### config.mk
export PLATFORM = sky130hd
export DESIGN_NAME = line_buffer_sched
export DESIGN_NICKNAME = d
export VERILOG_FILES = /design/src/rtl/lbs_pkg.sv /design/src/rtl/lbs_wrap_cnt.sv /design/src/rtl/line_buffer_sched.sv
export SDC_FILE = /design/constraint.sdc
export NUM_CORES = 1
export LEC_CHECK = 0
export ABC_AREA = 0
export CAP_MARGIN = 40
export CORE_ASPECT_RATIO = 1.1
export CORE_MARGIN = 1
export CORE_UTILIZATION = 58
export DETAILED_ROUTE_END_ITERATION = 12
export HOLD_SLACK_MARGIN = 0.05
export PLACE_DENSITY_LB_ADDON = 0.25
export SLEW_MARGIN = 10
export SYNTH_ARGS = -nofsm -noshare
export SYNTH_HDL_FRONTEND = slang
export SYNTH_SLANG_ARGS = --single-unit
### constraint.sdc
create_clock -name axi_clk -period 3.3 [get_ports axi_clk]
set_input_delay 0.495 -clock axi_clk [delete_from_list [all_inputs] [get_ports axi_clk]]
set_output_delay 0.495 -clock axi_clk [all_outputs]
set_load 0.02 [all_outputs]
### src/rtl/lbs_pkg.sv
// rtl/lbs_pkg.sv - shared state type, buffer count and read-mask helper for line_buffer_sched
package lbs_pkg;

    typedef enum logic {
        LBS_IDLE = 1'b0,
        LBS_READ = 1'b1
    } lbs_state_e;

    localparam int NUM_LB = 4;

    // Three consecutive buffers starting at ptr, wrapping modulo four.
    function automatic logic [NUM_LB-1:0] rd_mask(input logic [1:0] ptr);
        logic [2*NUM_LB-1:0] m;
        m = 8'b0000_0111 << ptr;
        return m[NUM_LB-1:0] | m[2*NUM_LB-1:NUM_LB];
    endfunction

endpackage

### src/rtl/lbs_wrap_cnt.sv
// rtl/lbs_wrap_cnt.sv - modulo counter with enable, synchronous clear and wrap pulse
module lbs_wrap_cnt #(
    parameter int MODULUS = 512,
    parameter int W       = $clog2(MODULUS)
) (
    input  logic clk_i,
    input  logic rst_i,
    input  logic clr_i,
    input  logic en_i,
    output logic wrap_o
);
    localparam logic [W-1:0] LAST = W'(MODULUS - 1);

    logic [W-1:0] cnt_q, cnt_d;

    assign wrap_o = en_i && (cnt_q == LAST);

    always_comb begin
        cnt_d = cnt_q;
        if (clr_i || wrap_o) begin
            cnt_d = '0;
        end else if (en_i) begin
            cnt_d = cnt_q + W'(1);
        end
    end

    always_ff @(posedge clk_i) begin
        if (rst_i) begin
            cnt_q <= '0;
        end else begin
            cnt_q <= cnt_d;
        end
    end

endmodule

### src/rtl/line_buffer_sched.sv
// rtl/line_buffer_sched.sv - four-line-buffer write steering and 3-row read scheduler; LBS_STATUS_EN adds o_fill/o_overflow
module line_buffer_sched
    import lbs_pkg::*;
#(
    parameter  int LINE_WIDTH = 512,
    localparam int FILL_W     = $clog2(4*LINE_WIDTH+1)
) (
    input  logic              axi_clk,
    input  logic              axi_rst,
    input  logic              i_pixel_valid,
    output logic              o_in_ready,
    output logic [NUM_LB-1:0] o_wr_en,
    input  logic              i_out_ready,
    output logic [NUM_LB-1:0] o_rd_en,
    output logic [1:0]        o_rd_sel,
    output logic              o_window_valid,
    output logic              o_intr
`ifdef LBS_STATUS_EN
    ,
    output logic [FILL_W-1:0] o_fill,
    output logic              o_overflow
`endif
);
    localparam logic [FILL_W-1:0] FILL_FULL  = FILL_W'(4*LINE_WIDTH);
    localparam logic [FILL_W-1:0] FILL_START = FILL_W'(3*LINE_WIDTH);

    lbs_state_e        state_q;
    logic [FILL_W-1:0] fill_q, fill_d;
    logic [1:0]        wr_ptr_q, wr_ptr_d;
    logic [1:0]        rd_ptr_q, rd_ptr_d;
    logic              window_valid_q;
    logic              intr_q;
    logic              wr_acc, rd_cyc, wr_wrap, rd_wrap;

    assign o_in_ready     = fill_q < FILL_FULL;
    assign wr_acc         = i_pixel_valid && o_in_ready;
    assign rd_cyc         = (state_q == LBS_READ) && i_out_ready;
    assign o_wr_en        = wr_acc ? (4'b0001 << wr_ptr_q) : '0;
    assign o_rd_en        = rd_cyc ? rd_mask(rd_ptr_q) : '0;
    assign o_rd_sel       = rd_ptr_q;
    assign o_window_valid = window_valid_q;
    assign o_intr         = intr_q;

    lbs_wrap_cnt #(.MODULUS(LINE_WIDTH)) u_wr_col (
        .clk_i  (axi_clk),
        .rst_i  (axi_rst),
        .clr_i  (1'b0),
        .en_i   (wr_acc),
        .wrap_o (wr_wrap)
    );

    lbs_wrap_cnt #(.MODULUS(LINE_WIDTH)) u_rd_col (
        .clk_i  (axi_clk),
        .rst_i  (axi_rst),
        .clr_i  (1'b0),
        .en_i   (rd_cyc),
        .wrap_o (rd_wrap)
    );

    // A write and a read in the same cycle cancel out in the fill count.
    always_comb begin
        fill_d = fill_q;
        if (wr_acc && !rd_cyc) begin
            fill_d = fill_q + FILL_W'(1);
        end else if (!wr_acc && rd_cyc) begin
            fill_d = fill_q - FILL_W'(1);
        end
        wr_ptr_d = wr_wrap ? wr_ptr_q + 2'd1 : wr_ptr_q;
        rd_ptr_d = rd_wrap ? rd_ptr_q + 2'd1 : rd_ptr_q;
    end

    always_ff @(posedge axi_clk) begin
        if (axi_rst) begin
            state_q        <= LBS_IDLE;
            fill_q         <= '0;
            wr_ptr_q       <= 2'd0;
            rd_ptr_q       <= 2'd0;
            window_valid_q <= 1'b0;
            intr_q         <= 1'b0;
        end else begin
            fill_q         <= fill_d;
            wr_ptr_q       <= wr_ptr_d;
            rd_ptr_q       <= rd_ptr_d;
            window_valid_q <= rd_cyc;
            intr_q         <= rd_wrap;
            case (state_q)
                LBS_IDLE: if (fill_q >= FILL_START) state_q <= LBS_READ;
                LBS_READ: if (rd_wrap) state_q <= LBS_IDLE;
            endcase
        end
    end

`ifdef LBS_STATUS_EN
    logic overflow_q;

    always_ff @(posedge axi_clk) begin
        if (axi_rst) begin
            overflow_q <= 1'b0;
        end else if (i_pixel_valid && !o_in_ready) begin
            overflow_q <= 1'b1;
        end
    end

    assign o_fill     = fill_q;
    assign o_overflow = overflow_q;
`endif

endmodule

; ---- Yosys cells after proc, flatten, opt, wreduce, memory -nomap -nowiden
; Index checks and enable logic that the tools add are counted.
[word_totals]
latch_bits = 0
regBits = 37
out_inout_bits = 13
mem_bits_ro = 0
mem_bits_rw = 0
inputBits = 4
mem_count = 0
word_cells = 40
[op_classes]
multipliers = 0
muxes = 7
n_reduce_logical = 11
magnitude_cmp = 2
n_addsub = 6
n_shift = 2
n_bitwise = 2
div_mod_pow = 0
eq_ne = 2
[ops]
columns = operator, count
row1 = 12-bit two-way mux, 2
row2 = "9-bit by 1-bit adder with 9-bit output, second input constant", 2
row3 = "9-bit == test, second input constant", 2
row4 = "12-bit by 1-bit adder with 12-bit output, second input constant", 1
row5 = "12-bit by 11-bit >= comparator with 1-bit output, second input constant", 1
row6 = "12-bit less-than comparator, second input constant", 1
row7 = "12-bit by 1-bit subtractor with 12-bit output, second input constant", 1
row8 = 4-bit two-way mux, 2
row9 = "3-bit by 2-bit << shifter with 8-bit output, first input constant", 1
row10 = 1-bit logical AND, 6
row11 = "2-bit by 1-bit adder with 2-bit output, second input constant", 2
row12 = 4-bit OR, 1
row13 = 2-bit OR reduction, 2
row14 = "1-bit by 2-bit << shifter with 4-bit output, first input constant", 1
row15 = 1-bit logical NOT, 2
row16 = 1-bit two-way mux, 2
row17 = 1-bit one-hot mux with 2 select lines, 1
row18 = 2-bit nonzero test, 1
row19 = 1-bit NOT, 1

; ---- Longest topological paths before layout
[logic_depth]
ltp_word = 6
mapped_depth = 11
ltp_nobuf = 10

; ---- Hierarchy
; A second synthesis with hierarchy kept.
[unflattened]
cells_unflattened = 250
area_unflattened_um2 = 2249.7
[modules_own_cells]
columns = mod, instances, area_each_um2, cells_each, seq_area_each_um2
row1 = line_buffer_sched, 1, 1358.8, 160, 380.4
row2 = lbs_wrap_cnt, 2, 445.4, 45, 180.2

; ---- Worst setup path before layout
; Ideal clock, no wire load.
[synth_timing]
path_type = input -> register
from = input port i_out_ready
to = register fill_q[10]
t_required_ps = 3214
path_buffers = 1
setup_ps = 86
slack_ps = 446
arrival_ps = 2768
cell_stages = 11
path_cell_list = and2_1 -> buf_2 -> clkinv_1 -> ha_1 -> inv_1 -> ha_1 -> a21o_2 -> a221oi_2 -> o21ai_1 -> xnor2_1 -> a211oi_1
[synth_between]
elab_chain_cells = 4
elab_cells_between_ends = 6
cone_classes = 1 x mux / 5 x reduce/logical
[synth_lines]
columns = element, line_no
row1 = "start, declared", line_buffer_sched.sv:13  ; input logic i_out_ready,
row2 = 1-bit logical AND *, line_buffer_sched.sv:37  ; assign rd_cyc = (state_q == LBS_READ) && i_out_ready;
row3 = 1-bit logical NOT, line_buffer_sched.sv:63  ; if (wr_acc && !rd_cyc) begin
row4 = 1-bit logical AND, line_buffer_sched.sv:63
row5 = 12-bit two-way mux or 2-bit nonzero test (tied branches), n/a
row6 = "end signal, assigned", line_buffer_sched.sv:81  ; fill_q <= fill_d;
row7 = "end, declared", line_buffer_sched.sv:28  ; logic [FILL_W-1:0] fill_q, fill_d;
; Mark *: on every way between the ends. The rest lies on a longest branch, timed or not.
; A chain may end at the register's enable or synchronous reset.

; ---- Final worst setup path
; Same ends and word-level chain as after synthesis.

==> run summary <==
Rel. slew slack: 0.7440
Max stage delay cell, worst path: clkdlybuf4s50_1
Critical path cell sequence: clkdlybuf4s50_1 -> and2_1 -> clkinv_1 -> ha_1 -> inv_1 -> ha_1 -> a21o_2 -> a221oi_2 -> o21ai_1 -> xnor2_1 -> a211oi_1
Vias/cell: 5.600
Core ar.: 3413 µm²
Critical Path Start: i_out_ready
Die Wd: 59.61 µm
Max Cap Viol: 0
Status: completed
Post-CTS setup repair buffer count: 0
Async SR Flop Fraction: 0
Post-route cell area: 2431 µm²
DRT Wirelength: 4168 µm
Final nets: 304
Initial DRC Count: 87
Die area: 3896 µm²
Distinct cells, synth: 41
Setup ws final: 351.1 ps
Kind of critical path: input pin to flip-flop
Clock transition at path regs: 110 ps
Fin Setup TNS: 0 ps
Largest net degree at the start of global routing: 15
Hold worst-path end: u_rd_col.cnt_q[8]
GPL Wtd Cong: 0.9110
Reg2Reg Setup Slack: 630 ps
Fmax: 339.1 MHz
Reg2reg path depth: 9
Diode count: 0
Fin. max-slew vios: 0
Average size of a mapped cell: 8.468 µm²
Final setup vio count: 0
EDFF count, synth: 0
Gr usage total: 0.2419
Via count: 1820
Root Driver: clkbuf_4
CTS Buf Count: 5
Area grow syn2layout: 14.83%
Routed Antenna Nets: 0
GRT overflow: 0
DRC: 0
R2R Path End: fill_q[11]
Share of cells above drive strength 1: 0.08303
Chip height: 65.37 µm
Routed WL per cell: 12.82 µm
Hpwl dp: 3222 µm
Top Ports: 17
Initial antenna violation count: 0
Leak: 1.008 nW
Setup WS pre-CTS: 17.10 ps
Area contributors post-synth: dfxtp_1 35%, ha_1 14%, nand2_1 5.7%
Tmin final: 2949 ps
#FFs+latches synth: 37
Final hold viol count: 0
Type of the tightest min-delay check: flip-flop to flip-flop
H-tree Lvls: 2
Clock buffer depth: 2
CTS Sinks: 37
Largest area contributor in the netlist: dfxtp_1
I/O Buffers: 16
Clock Latency Late Sink: 330 ps
CP Max Fanout: 10
PostCTS Resize Cnt: 0
Placed Area: 2380 µm²
CP arrival: 3200 ps
RSZ-0062 raised after global routing: false
Skew final: 12.17 ps
Sequential share of the synthesized area: 0.3499
Vias in the first global route: 1798
Hold_buf cts: 0
PwrDens: 658.7 nW/µm²
HP Start: u_rd_col.cnt_q[8]
Mapped Area: 2117 µm²
Syn Nets: 278
Hold Crit Depth: 2
Nature of the critical path endpoint: flip-flop
First-pass GRT wire length: 7341 µm
Initial Utilization: 0.6202
Worst Path Required: 3550 ps
Rows: 22
Synth top area share: 0.3499
Type of origin of the critical path: input pin
Worst slew pin tran: 382.3 ps
Slowest stage delay, CP: 460 ps
Most used cell, CP: ha_1
CTS tree: built
Hold slack final: 471.5 ps
Top_reg_cell synth: dfxtp_1
RR Startpoint: fill_q[11]
Drt first pass iters: 4
Fin crit share: 0.8936
Yosys synthesis warning count: 0
Peak VDD IR: 0.5727 mV
Cells after Synth: 250
cell usage after synthesis, types with 7 or more instances:
cell,count
dfxtp_1,37
nand2_1,32
nor2_1,26
ha_1,23
a21oi_1,21
xor2_1,10
nand4_1,9
xnor2_1,9
nand3_1,8
o21ai_0,8
and2_1,7
inv_1,7
worst max-delay path by stage:
stage,end,slack [ps]
finish,fill_q[10],350
global placement,fill_q[10],120
global route,fill_q[10],150
floorplan,fill_q[10],450
CTS,fill_q[10],350
detailed placement,fill_q[10],20
sequential cells by signal, summed over array words and instances (netlist names):
register        count
u_rd_col.cnt_q      9
o_intr              1
fill_q             12
u_wr_col.cnt_q      9
o_rd_sel            2
wr_ptr_q            2
o_window_valid      1
state_q             1
report_power, final:
part | total [mW] | internal [mW] | switching (mW) | leakage, nW
Sequential | 0.567 | 0.511 | 0.0555 | 0.301
Clock | 0.222 | 0.0812 | 0.140 | 0.0320
Combinational | 0.813 | 0.358 | 0.455 | 0.675
routing by layer:
| layer | GRT usage | vias to the layer above | share of wire |
|---|---|---|---|
| met5 | 0 | - | 0 |
| met4 | 0.1076 | 0 | 0.019 |
| met3 | 0.03543 | 10 | 0.030 |
| met2 | 0.4508 | 36 | 0.51 |
| met1 | 0.2634 | 840 | 0.44 |
| li1 | - | 934 | - |
worst max-delay path: cells and delay by family:
family                     cells  cell delay (ps)
buffers and inverters          3              830
adders and majority gates      2              610
and+or+nand+nor                1              140
xor gates and xnor gates       1              140
AOI/OAI and AO/OA              4              980
cell type report:
class / instances / area (µm²)
fillers: 307 / 982.2
repair buffers: 25 / 227.7
well taps: 48 / 60.06
clock buffers: 6 / 41.29
inverters: 10 / 37.54
multi-input cells: 197 / 1314
clock inverters: 2 / 10.01
flip-flops and latches: 37 / 740.7
layout by cell type, fill, tap and decap left out, types with 2 or more instances in the layout:
master	netlist	routed
o211ai_1	2	2
o21ai_0	8	8
o211ai_2	2	2
nand3_1	8	8
and2_1	7	7
nor2_1	26	26
inv_1	7	7
and3_1	3	3
a21oi_1	21	21
clkdlybuf4s50_1	0	16
clkinv_2	0	2
clkbuf_4	0	5
ha_1	23	23
nor3_1	2	2
buf_4	0	9
nor4_1	2	2
a21o_1	4	4
a211oi_1	2	2
nand2_1	32	32
xor2_1	10	10
dfxtp_1	37	37
nand4_1	9	9
a31oi_1	3	3
xnor2_1	9	9
mux2i_1	3	3
clkinv_1	3	3
or3_1	6	6
cell families after synthesis:
kind of cell | Yosys count | share of synthesized area
AOI/OAI and AO/OA | 51 | 0.1572
xor gates and xnor gates | 19 | 0.07861
adders and majority gates | 24 | 0.1454
buffers and inverters | 16 | 0.02955
DFF | 37 | 0.3499
muxes | 3 | 0.01418
and+or+nand+nor | 100 | 0.2252
stage by stage:
| step | power, mW | util | cells |
|---|---|---|---|
| final | 1.601 | 0.7122 | 325 |
| after global routing | 1.725 | 0.7122 | 325 |
| after CTS | 1.602 | 0.7122 | 325 |
| after detailed placement | 1.377 | 0.6972 | 317 |
| after global placement | 1.357 | 0.6972 | 317 |
| after floorplan | 1.163 | - | 250 |
Note: power is estimated with default switching activity, not from simulation.
